<file path="config.mk">
export PLATFORM = sky130hd
export DESIGN_NAME = link_slave_fifo_flat
export DESIGN_NICKNAME = d
export VERILOG_FILES = /design/src/rtl/link_slave_fifo_if.sv /design/src/rtl/link_slave_fifo.sv /design/src/flat_wrapper.sv
export SDC_FILE = /design/constraint.sdc
export NUM_CORES = 1
export LEC_CHECK = 0
export BUFFER_PORTS_ARGS = -buffer_cell sky130_fd_sc_hd__buf_2
export CAP_MARGIN = 10
export CELL_PAD_IN_SITES_DETAIL_PLACEMENT = 0
export CELL_PAD_IN_SITES_GLOBAL_PLACEMENT = 1
export CORE_MARGIN = 5
export CORE_UTILIZATION = 47
export CTS_CLUSTER_DIAMETER = 50
export DETAILED_ROUTE_END_ITERATION = 8
export HOLD_SLACK_MARGIN = 0.02
export PLACE_DENSITY_LB_ADDON = 0.1
export SYNTH_ARGS = -nofsm -noshare
export SYNTH_HDL_FRONTEND = slang
export SYNTH_SLANG_ARGS = --single-unit
</file>
<file path="constraint.sdc">
create_clock -name clk -period 2.6 [get_ports clk]
set_input_delay 0.39 -clock clk [delete_from_list [all_inputs] [get_ports clk]]
set_output_delay 0.39 -clock clk [all_outputs]
set_load 0.01 [all_outputs]
</file>
<file path="src/rtl/link_slave_fifo_if.sv">
// Link slave bundle: four-phase req/ack link from the master plus the
// valid/ready consumer port. Parity signals exist only with LINK_PARITY_EN.
interface link_slave_fifo_if #(
  parameter int DATA_W = 8,
  parameter int DEPTH  = 4
);
  localparam int CW = $clog2(DEPTH) + 1;

  logic              req;
  logic [DATA_W-1:0] data_in;
  logic              ack;
  logic [DATA_W-1:0] last_word;
  logic              out_valid;
  logic [DATA_W-1:0] out_data;
  logic              out_ready;
  logic [CW-1:0]     count;
`ifdef LINK_PARITY_EN
  logic              parity_in;
  logic [7:0]        err_cnt;
`endif

`ifdef LINK_PARITY_EN
  modport master (output req, data_in, out_ready, parity_in,
                  input  ack, last_word, out_valid, out_data, count, err_cnt);
  modport slave  (input  req, data_in, out_ready, parity_in,
                  output ack, last_word, out_valid, out_data, count, err_cnt);
`else
  modport master (output req, data_in, out_ready,
                  input  ack, last_word, out_valid, out_data, count);
  modport slave  (input  req, data_in, out_ready,
                  output ack, last_word, out_valid, out_data, count);
`endif
endinterface

</file>
<file path="src/rtl/link_slave_fifo.sv">
// Receive end of the four-phase req/ack link. Accepted words go into a
// DEPTH-entry FIFO drained over a valid/ready port; ack is stretched for
// ACK_CYCLES cycles and withheld while the FIFO is full.
// Optional feature macro: LINK_PARITY_EN (even-parity check + error counter).
module link_slave_fifo #(
  parameter int DATA_W     = 8,
  parameter int DEPTH      = 4,
  parameter int ACK_CYCLES = 2
) (
  input logic              clk,
  input logic              rst,
  link_slave_fifo_if.slave bus
);
  localparam int AW = $clog2(DEPTH);
  localparam int PW = AW + 1;

  typedef enum logic [1:0] {IDLE, ACK, WAIT_LOW} state_t;

  state_t            state, state_nxt;
  logic [3:0]        ack_cnt, ack_cnt_nxt;
  logic [DATA_W-1:0] mem [DEPTH];
  logic [PW-1:0]     wr_ptr, rd_ptr;
  logic [DATA_W-1:0] last_word_q;
  logic              full, empty, capture, push, pop, word_ok;

  assign empty   = (wr_ptr == rd_ptr);
  assign full    = (wr_ptr[AW] != rd_ptr[AW]) && (wr_ptr[AW-1:0] == rd_ptr[AW-1:0]);
  // full is taken from the pre-edge pointers, so a same-edge pop never frees a slot early
  assign capture = (state == IDLE) && bus.req && !full;
  assign push    = capture && word_ok;
  assign pop     = !empty && bus.out_ready;

`ifdef LINK_PARITY_EN
  logic [7:0] err_q;
  assign word_ok = ~(^{bus.data_in, bus.parity_in});

  // Count rejected words, saturating at 255
  always_ff @(posedge clk or negedge rst) begin
    if (!rst)                           err_q <= '0;
    else if (capture && !word_ok && err_q != 8'hFF) err_q <= err_q + 8'd1;
  end
  assign bus.err_cnt = err_q;
`else
  assign word_ok = 1'b1;
`endif

  // Handshake state register and ack stretch counter
  always_ff @(posedge clk or negedge rst) begin
    if (!rst) begin
      state   <= IDLE;
      ack_cnt <= '0;
    end else begin
      state   <= state_nxt;
      ack_cnt <= ack_cnt_nxt;
    end
  end

  // Next-state: capture in IDLE, hold ack for ACK_CYCLES, then wait for req low
  always_comb begin
    state_nxt   = state;
    ack_cnt_nxt = ack_cnt;
    case (state)
      IDLE: begin
        if (capture) begin
          state_nxt   = ACK;
          ack_cnt_nxt = 4'(ACK_CYCLES - 1);
        end
      end
      ACK: begin
        if (ack_cnt == '0) state_nxt = WAIT_LOW;
        else               ack_cnt_nxt = ack_cnt - 4'd1;
      end
      WAIT_LOW: begin
        if (!bus.req) state_nxt = IDLE;
      end
      default: state_nxt = IDLE;
    endcase
  end

  assign bus.ack = (state == ACK);

  // FIFO pointers with wrap bit
  always_ff @(posedge clk or negedge rst) begin
    if (!rst) begin
      wr_ptr <= '0;
      rd_ptr <= '0;
    end else begin
      if (push) wr_ptr <= wr_ptr + PW'(1);
      if (pop)  rd_ptr <= rd_ptr + PW'(1);
    end
  end

  // FIFO storage; contents are don't-care while out_valid is low
  always_ff @(posedge clk) begin
    if (push) mem[wr_ptr[AW-1:0]] <= bus.data_in;
  end

  // Most recently accepted word
  always_ff @(posedge clk or negedge rst) begin
    if (!rst)      last_word_q <= '0;
    else if (push) last_word_q <= bus.data_in;
  end

  assign bus.last_word = last_word_q;
  assign bus.out_valid = !empty;
  assign bus.out_data  = empty ? '0 : mem[rd_ptr[AW-1:0]];
  assign bus.count     = wr_ptr - rd_ptr;
endmodule

</file>
<file path="src/flat_wrapper.sv">
// flat-port wrapper written by rule: the top's interface ports become plain ports
module link_slave_fifo_flat 
#(
  parameter int DATA_W     = 8,
  parameter int DEPTH      = 4,
  parameter int ACK_CYCLES = 2
)
  (clk, rst, bus_req, bus_data_in, bus_out_ready, bus_ack, bus_last_word, bus_out_valid, bus_out_data, bus_count);
  link_slave_fifo_if #(.DATA_W(DATA_W), .DEPTH(DEPTH)) bus_i ();
  input logic clk;
  input logic rst;
  input wire logic [$bits(bus_i.req)-1:0] bus_req;
  input wire logic [$bits(bus_i.data_in)-1:0] bus_data_in;
  input wire logic [$bits(bus_i.out_ready)-1:0] bus_out_ready;
  output wire logic [$bits(bus_i.ack)-1:0] bus_ack;
  output wire logic [$bits(bus_i.last_word)-1:0] bus_last_word;
  output wire logic [$bits(bus_i.out_valid)-1:0] bus_out_valid;
  output wire logic [$bits(bus_i.out_data)-1:0] bus_out_data;
  output wire logic [$bits(bus_i.count)-1:0] bus_count;
  assign bus_i.req = bus_req;
  assign bus_i.data_in = bus_data_in;
  assign bus_i.out_ready = bus_out_ready;
  assign bus_ack = bus_i.ack;
  assign bus_last_word = bus_i.last_word;
  assign bus_out_valid = bus_i.out_valid;
  assign bus_out_data = bus_i.out_data;
  assign bus_count = bus_i.count;
  link_slave_fifo #(.DATA_W(DATA_W), .DEPTH(DEPTH), .ACK_CYCLES(ACK_CYCLES)) u_core (.clk(clk), .rst(rst), .bus(bus_i));
endmodule
</file>
After elaboration in Yosys (flattened, before gate mapping)
Memory sizes are Yosys's and may differ from the RTL's.
Index checks and enable logic that the tools add are counted.
Cells by class
  equality and inequality tests: 9
  $add $sub $neg: 4
  muxes and demuxes: 10
  reductions and logical operators: 11
Operators by type and width (number)
  4-bit 2-to-1 mux: 2
  8-bit 2-to-1 mux: 1
  4-bit case mux with 2 select lines: 1
  3-bit by 1-bit adder with 3-bit output (second input constant): 2
  2-bit 2-to-1 mux: 3
  2-bit case mux with 3 select lines: 1
  3-bit AND reduction: 2
  1-bit logical AND: 4
  4-bit zero test: 1
  2-bit by 1-bit inequality test with 1-bit output (second input constant): 2
  2-bit inequality test (second input constant): 2
  4-bit by 1-bit subtractor with 4-bit output (second input constant): 1
  3-bit == test: 1
  3-bit subtractor: 1
  2-bit by 1-bit == test with 1-bit output (second input constant): 1
  2-bit == test: 1
  2-bit == test (second input constant): 1
  1-bit zero test: 2
  2-bit zero test: 1
  1-bit 2-to-1 mux: 2
  2-bit nonzero test: 1
  1-bit inequality test: 1
Word-level totals
  output and inout bits: 21
  bits in registers: 20
  input bits: 12
  logic and storage cells: 40
  memory bits (writable): 32
  memories kept: 1
Memory list
  u_core.mem: words 4, bits a word 8, rd ports 1, clocked after Yosys merged registers in 0, write ports 1, line link_slave_fifo.sv:21  | logic [DATA_W-1:0] mem [DEPTH];

Depth between registers and ports, before layout
Gate-level depths: netlist of the first run.
  depth in word-level cells: 6
  depth in mapped cells: 7
  gate-level depth less buffers: 5

Worst setup path after synthesis of the first run
OpenSTA, ideal clock, no wires.
  path type: reg-to-reg
  from: register u_core.rd_ptr[1]
  to: memory u_core.mem[0][0], enable pin
  setup slack: 0.564 ns
  data arrival time: 1.726 ns
  library setup time: 0.310 ns
  stages on the path, launching flop included: 8
  cell sequence: dfrtp_1 clkbuf_1 inv_1 ha_1 nand2_1 o21a_4 buf_8 and2_2
On the way
  longest elaborated chain between the ends: 6
Ends and longest elaborated chain
  start: declaration: line link_slave_fifo.sv:22  | logic [PW-1:0] wr_ptr, rd_ptr;
  start signal: assignment: line link_slave_fifo.sv:89  | if (pop) rd_ptr <= rd_ptr + PW'(1);
  2-bit == test: line link_slave_fifo.sv:27  | assign full = (wr_ptr[AW] != rd_ptr[AW]) && (wr_ptr[AW-1:0] == rd_ptr[AW-1:0]);
  1-bit logical AND: line link_slave_fifo.sv:27
  1-bit zero test: line link_slave_fifo.sv:29  | assign capture = (state == IDLE) && bus.req && !full;
  1-bit logical AND: line link_slave_fifo.sv:29
  1-bit 2-to-1 mux: line link_slave_fifo.sv:95  | if (push) mem[wr_ptr[AW-1:0]] <= bus.data_in;
  1-bit 2-to-1 mux (implied by the code): line link_slave_fifo.sv:95
  end: declaration: line link_slave_fifo.sv:21
Every way passes these cells.

Worst setup path in the final report of the first run
  from: register u_core.wr_ptr[0]
  to: output port bus_out_data[4]
On the way
  longest elaborated chain between the ends: 2
Ends and longest elaborated chain
  start: declaration: line link_slave_fifo.sv:22
  start signal: assignment: line link_slave_fifo.sv:88  | if (push) wr_ptr <= wr_ptr + PW'(1);
  3-bit == test: line link_slave_fifo.sv:26  | assign empty = (wr_ptr == rd_ptr);
  8-bit 2-to-1 mux: line link_slave_fifo.sv:106  | assign bus.out_data = empty ? '0 : mem[rd_ptr[AW-1:0]];
  end: declaration: line flat_wrapper.sv:18  | output wire logic [$bits(bus_i.out_data)-1:0] bus_out_data;
Every way passes these cells.

==> flow_metrics.tcl, run 1 <==
set metrics [dict create \
    status "finished clean" \
    portBuffers 32 \
    synth.area.mux_share_pct 13.5 \
    p_per_area_nw_per_um2 1300 \
    maxSlewHeadroom_pct 69.2 \
    tns_ps 0 \
    rsz0062_at_grt "false" \
    clockBufferDepth 2 \
    rows 25 \
    holdBufCountCts 0 \
    yosysWarnings 0 \
    synth_cell_types 31 \
    crit_buf_inv 3 \
    fin_worst_skew_ps 5.90 \
    crit_family "buffers and inverters" \
    hpwl_mm 3.12 \
    cts_sinks 52 \
    drc 0 \
    synth_xor_xnor_area_share_pct 2.69 \
    cts-root-buf "clkbuf_8" \
    synthSimpleGateAreaFrac_pct 6.81 \
    setup_violations 0 \
    chipWidth_um 79.6 \
    routed_wl_mm 4.17 \
    synth.ff_latch_count 52 \
    netlist_instances 140 \
    synthAdderAreaFrac_pct 5.82 \
    clk_latency_ps 300 \
    fin_crit_ps 2240 \
    initial_core_util_pct 48.2 \
    ir_drop_mv 0.605 \
    r2r_end "u_core.mem[1][0]$_DFFE_PP_" \
    holdWs_ps 24.5 \
    grt_pass1_vias 1309 \
    timing.critical_path.slowest_cell_delay_ps 410 \
    ys_seq_area_share_pct 64.1 \
    synth-edff-count 32 \
    vias 1218 \
    cap_violations 0 \
    yosysMostFrequentCell "edfxtp_1" \
    ant_nets 0 \
    hold_class "in -> async" \
    final.fill_count 378 \
    die_y_um 79.6 \
    n_antenna_cell 0 \
    tritoncts "built" \
    rrSetupSlack_ps 680 \
    crit_chain "inv_1, ha_1, nand2_1, nor2_1, buf_4, nor2b_1, buf_2" \
    synth_top_family_by_area "multiplexers" \
    synth-main-ff-cell "edfxtp_1" \
    avgRoutedWirePerCell_um 16.9 \
    synth.area.top_cells "edfxtp_1 (42%), dfrtp_1 (22%), mux4_2 (7.9%)" \
    grt_util_all_layers_pct 14.6 \
    avgSynthCellArea_sq_um 16.3 \
    synth_area_sq_um 2280 \
    synth_nets 162 \
    grt_max_degree 21 \
    synthArstFlopShare_pct 38.5 \
    area_delta_synth_final_pct 16.0 \
    overflow 0 \
    synth_top_area_cell "edfxtp_1" \
    postCtsSetupBuffers 0 \
    vias_per_cell 4.93 \
    slew_violations 0 \
    cp-end-kind "output port" \
    critPathSlowestCell "dfrtp_1" \
    core_area_sq_um 4720 \
    htreeDepth 2 \
    drive_gt1_share_pct 37.2 \
    ctsResizeCount 0 \
    drt_iter0_markers 54 \
    startpoint_type "flip-flop" \
    worstSetupStartpoint "u_core.wr_ptr[0]$_DFFE_PN0P_" \
    routabilityCongestion 0.829 \
    yosysTopAreaCellShare_pct 42.2 \
    synth_common_cells "edfxtp_1 (32), dfrtp_1 (20), inv_1 (11)" \
    cp_num_cells 7 \
    antenna_found_initial 0 \
    arrival_ps 1850 \
    clkTransAtPathRegs_ps 100 \
    synth_compound_area_share_pct 4.17 \
    worstPathRequired_ps 2210 \
    hold_viol 0 \
    cts_buffers 5 \
    io_pins 33 \
    cp-endpoint "bus_out_data[4]" \
    dieArea_sq_um 6340 \
    max_freq_ghz 0.446 \
    crit_type "reg -> out" \
    crit_fanout 9 \
    leakagePower_nw 1.07 \
    final_nets 201 \
    post-route-period-util_pct 86.2 \
    detail_route.first_pass.iterations 4 \
    worst_pin_slew_ps 461 \
    r2r_start "u_core.wr_ptr[0]$_DFFE_PN0P_" \
    worst-r2r-cell-count 5 \
    grt_first_pass_wirelength_mm 6.87 \
]
[cells by family after synthesis]
kind of cell / Yosys count
compound gates: 14
buf+inv: 14
mux: 18
simple gates: 25
xor+xnor: 7
flops: 52
fa+ha+maj: 10
[report_power, final]
part / switching, mW / leakage [nW] / total, mW / internal, mW
Combinational: 0.830 / 0.477 / 1.59 / 0.755
Clock: 0.262 / 0.0614 / 0.577 / 0.315
Sequential: 0.140 / 0.529 / 1.26 / 1.12
Total: 1.23 / 1.07 / 3.43 / 2.19
[worst min path at each step]
stage                                           to  cells past startpoint  startpoint
5_1_grt               u_core.wr_ptr[2]$_DFFE_PN0P_                      1         rst
3_3_place_gp          u_core.rd_ptr[2]$_DFFE_PN0P_                      1         rst
6_report       u_core.bus.last_word[7]$_DFFE_PN0P_                      1         rst
2_1_floorplan        u_core.ack_cnt[0]$_DFFE_PN0P_                      0         rst
4_1_cts               u_core.wr_ptr[2]$_DFFE_PN0P_                      1         rst
3_5_place_dp          u_core.wr_ptr[2]$_DFFE_PN0P_                      1         rst
[stage by stage]
stage	power (mW)	utilization, %	setup slack, ps	area (sq um)	instances
finish	3.43	55.9	359	2640	247
CTS	3.48	55.9	354	2640	247
floorplan	2.35	-	564	2280	140
global route	3.68	55.9	232	2640	247
global placement	2.86	53.4	735	2520	239
detailed placement	2.90	53.4	669	2520	239
[worst reg2reg max path, delay by kind of cell, from the launching register on]
family	cells	cell delay, ps
AOI/OAI and AO/OA	1	290
adders and majority gates	1	260
buffers and inverters	1	140
DFF	1	410
and+or+nand+nor	2	510
[state kept, by name, summed over array words and instances (netlist names)]
name	flops
u_core.bus.last_word	8
u_core.state	2
u_core.ack_cnt	4
u_core.wr_ptr	3
u_core.rd_ptr	3
u_core.mem	32
[metal layers]
metal | vias up | global-route usage [%] | part of all wire (%)
li1 | 588 | - | -
met1 | 602 | 17.9 | 42
met2 | 23 | 24.9 | 52
met3 | 5 | 3.95 | 4.1
met4 | 0 | 5.15 | 1.6
met5 | - | 0 | 0
[cells in the final DEF (no fill, tap or decap), types with 4 or more instances in the layout]
cell      count
buf_2        32
edfxtp_1     32
dfrtp_1      20
inv_1        11
ha_1          9
mux4_2        8
nor2b_1       8
xnor2_1       6
mux2_2        6
clkbuf_8      6
o21ai_0       5
mux2_4        4
[layout make-up]
| type | instances | area [sq um] | share of cell area (%) |
|---|---|---|---|
| Sequential cell | 52 | 1460 | 55.3 |
| Multi-Input combinational cell | 74 | 752 | 28.5 |
| Tap cell | 67 | 83.8 | 3.17 |
| Timing Repair Buffer | 35 | 183 | 6.91 |
| Clock inverter | 2 | 38.8 | 1.47 |
| Clock buffer | 6 | 82.6 | 3.13 |
| Inverter | 11 | 41.3 | 1.56 |
(Power assumes the default switching activity.)
==> run 2, diff against run 1 <==
- ABC_AREA: default -> 1
- CORE_UTILIZATION: 47 -> 44
==> run 2 against run 1 <==
Effect of this change: first-iteration DRC count increased by 39%; die area increased by 9.1%; count of clock-buffer cells in the layout increased by 1; cell area increased by 2.6%; synthesized area increased by 3.3%; global-route usage decreased by 0.17 points; critical endpoint is now bus_out_data[2]; largest power group unchanged.
==> flow_metrics.tcl, run 2 <==
set metrics [dict create \
    dpl_worst_slack_ps 779 \
    synth.ff_latch_count 52 \
    core_area_sq_um 5140 \
    drc 0 \
    worst_pin_slew_ps 483 \
    crit_top_cell "inv_1" \
    crit_type "reg -> out" \
    arrival_ps 1740 \
    slew_violations 0 \
    routabilityCongestion 0.764 \
    routed_wl_mm 4.75 \
    clk_latency_ps 290 \
    status "finished clean" \
    antenna_found_initial 0 \
    holdBufCountCts 0 \
    chipWidth_um 83.2 \
    synthArstFlopShare_pct 38.5 \
    crit_family "buffers and inverters" \
    initial_core_util_pct 45.8 \
    layout_common_cells "nand2_1 (44), nor2_1 (41), buf_2 (32), edfxtp_1 (32), dfrtp_1 (20)" \
    synth_cell_types 23 \
    synth.area.top_cells "edfxtp_1 (41%), dfrtp_1 (21%), nand2_1 (7.0%)" \
    cp_num_cells 8 \
    drt_iter0_markers 75 \
    clkTransAtPathRegs_ps 90 \
    r2r_start "u_core.wr_ptr[0]$_DFFE_PN0P_" \
    hold_class "in -> async" \
    ys_seq_area_share_pct 62.1 \
    grt_max_degree 21 \
    p_per_area_nw_per_um2 1240 \
    htreeDepth 2 \
    cp-end-kind "output port" \
    yosysTopAreaCellShare_pct 40.8 \
    ant_nets 0 \
    leakagePower_nw 1.21 \
    largest_reg_flops 32 \
    synth_nets 251 \
    worstSetupStartpoint "u_core.wr_ptr[0]$_DFFE_PN0P_" \
    hpwl_mm 3.31 \
    ir_drop_mv 0.590 \
    max_freq_ghz 0.470 \
    fin_crit_ps 2130 \
    avgRoutedWirePerCell_um 14.0 \
    worst_slack_ps 471 \
    cts-root-buf "clkbuf_8" \
    rsz0062_at_grt "false" \
    avgSynthCellArea_sq_um 10.3 \
    dieArea_sq_um 6910 \
    cts_buffers 5 \
    tns_ps 0 \
    maxSlewHeadroom_pct 67.8 \
    final_nets 291 \
    rows 26 \
    final.fill_count 497 \
    fin_worst_skew_ps 4.79 \
    synth-edff-count 32 \
    postCtsSetupBuffers 0 \
    crit_chain "inv_1, ha_1, nand2_1, inv_1, nand3_2, inv_2, a21oi_1, buf_2" \
    hold_viol 0 \
    cap_violations 0 \
    die_y_um 83.2 \
    clockBufferDepth 2 \
    synth-main-ff-cell "edfxtp_1" \
    yosysWarnings 0 \
    synth_common_cells "nand2_1 (44), nor2_1 (41), edfxtp_1 (32)" \
    io_pins 33 \
    vias_per_cell 4.76 \
    critPathSlowestCell "dfrtp_1" \
    detail_route.first_pass.iterations 4 \
    portBuffers 32 \
    ctsResizeCount 0 \
    tritoncts "built" \
    area_delta_synth_final_pct 15.1 \
    synth_top_area_cell "edfxtp_1" \
    setup_violations 0 \
    synth_area_sq_um 2350 \
    grt_pass1_vias 1617 \
    grt_util_all_layers_pct 14.5 \
    worst-r2r-cell-count 10 \
    timing.critical_path.slowest_cell_delay_ps 410 \
    drive_gt1_share_pct 22.2 \
    vias 1620 \
    overflow 0 \
    grt_first_pass_wirelength_mm 8.01 \
    netlist_instances 229 \
    crit_buf_inv 4 \
    post-route-period-util_pct 81.9 \
    design_power_total_mw 3.36 \
    worstPathRequired_ps 2210 \
    startpoint_type "flip-flop" \
    cts_sinks 52 \
    crit_fanout 8 \
    n_antenna_cell 0 \
    yosysMostFrequentCell "nand2_1" \
    final_common_cell "nand2_1" \
]
==> run 2: cell types whose count changed after synthesis, moves of 8 or more <==
cell / previous run / this run
nand2_1: 3 / 44
nor2_1: 1 / 41
nand3_1: 1 / 17
mux4_2: 8 / 0
nor2b_1: 8 / 0
o21ai_0: 5 / 13
==> run 2: per-stage QoR <==
stage / instances / hold WS (ps) / area [sq um] / utilization, %
5_1_grt: 340 / 65.4 / 2710 / 52.7
4_1_cts: 340 / 49.0 / 2710 / 52.7
2_1_floorplan: 229 / 94.4 / 2350 / -
6_report: 340 / 40.2 / 2710 / 52.7
3_5_place_dp: 332 / 378 / 2620 / 50.9
3_3_place_gp: 332 / 376 / 2620 / 50.9
==> run 2: power breakdown <==
part | switching, mW | leakage, nW | internal [mW]
registers | 0.134 | 0.541 | 1.11
clock network | 0.247 | 0.0445 | 0.217
logic | 1.03 | 0.627 | 0.622
total | 1.41 | 1.21 | 1.95
==> run 2: per-layer routing <==
layer	part of all wire (%)	vias up	track usage [%]
met4	0.29	0	3.12
met2	47	25	24.0
met3	3.6	2	2.97
met5	0	-	0
li1	-	833	-
met1	49	760	19.6
==> run 2: layout make-up <==
type | instances | area [sq um] | share of cell area (%)
clock buffer | 7 | 86.3 | 3.19
clock inverter | 1 | 7.51 | 0.277
inverter | 18 | 67.6 | 2.49
multi-input combinational | 151 | 772 | 28.5
sequential | 52 | 1460 | 53.9
tap | 70 | 87.6 | 3.23
timing repair buffer | 41 | 228 | 8.40
==> run 2: kinds of logic after synthesis <==
group	after synthesis	share of synthesized area (%)
DFF	52	62.1
AOI/OAI and AO/OA	28	6.11
buffers and inverters	26	5.15
xor gates and xnor gates	4	1.49
adders and majority gates	10	5.63
and+or+nand+nor	109	19.6
==> run 2: final timing paths <==
| kind | slack [ps] | end |
|---|---|---|
| max | 470 | bus_out_data[2] |
| min | 40 | u_core.wr_ptr[2]$_DFFE_PN0P_ |
| max reg2reg | 830 | u_core.ack_cnt[3]$_DFFE_PN0P_ |
| min reg2reg | 470 | u_core.bus.last_word[6]$_DFFE_PN0P_ |
| max in group asynchronous | 2220 | u_core.rd_ptr[0]$_DFFE_PN0P_ |
| min in group clk | 330 | u_core.mem[0][7]$_DFFE_PP_ |
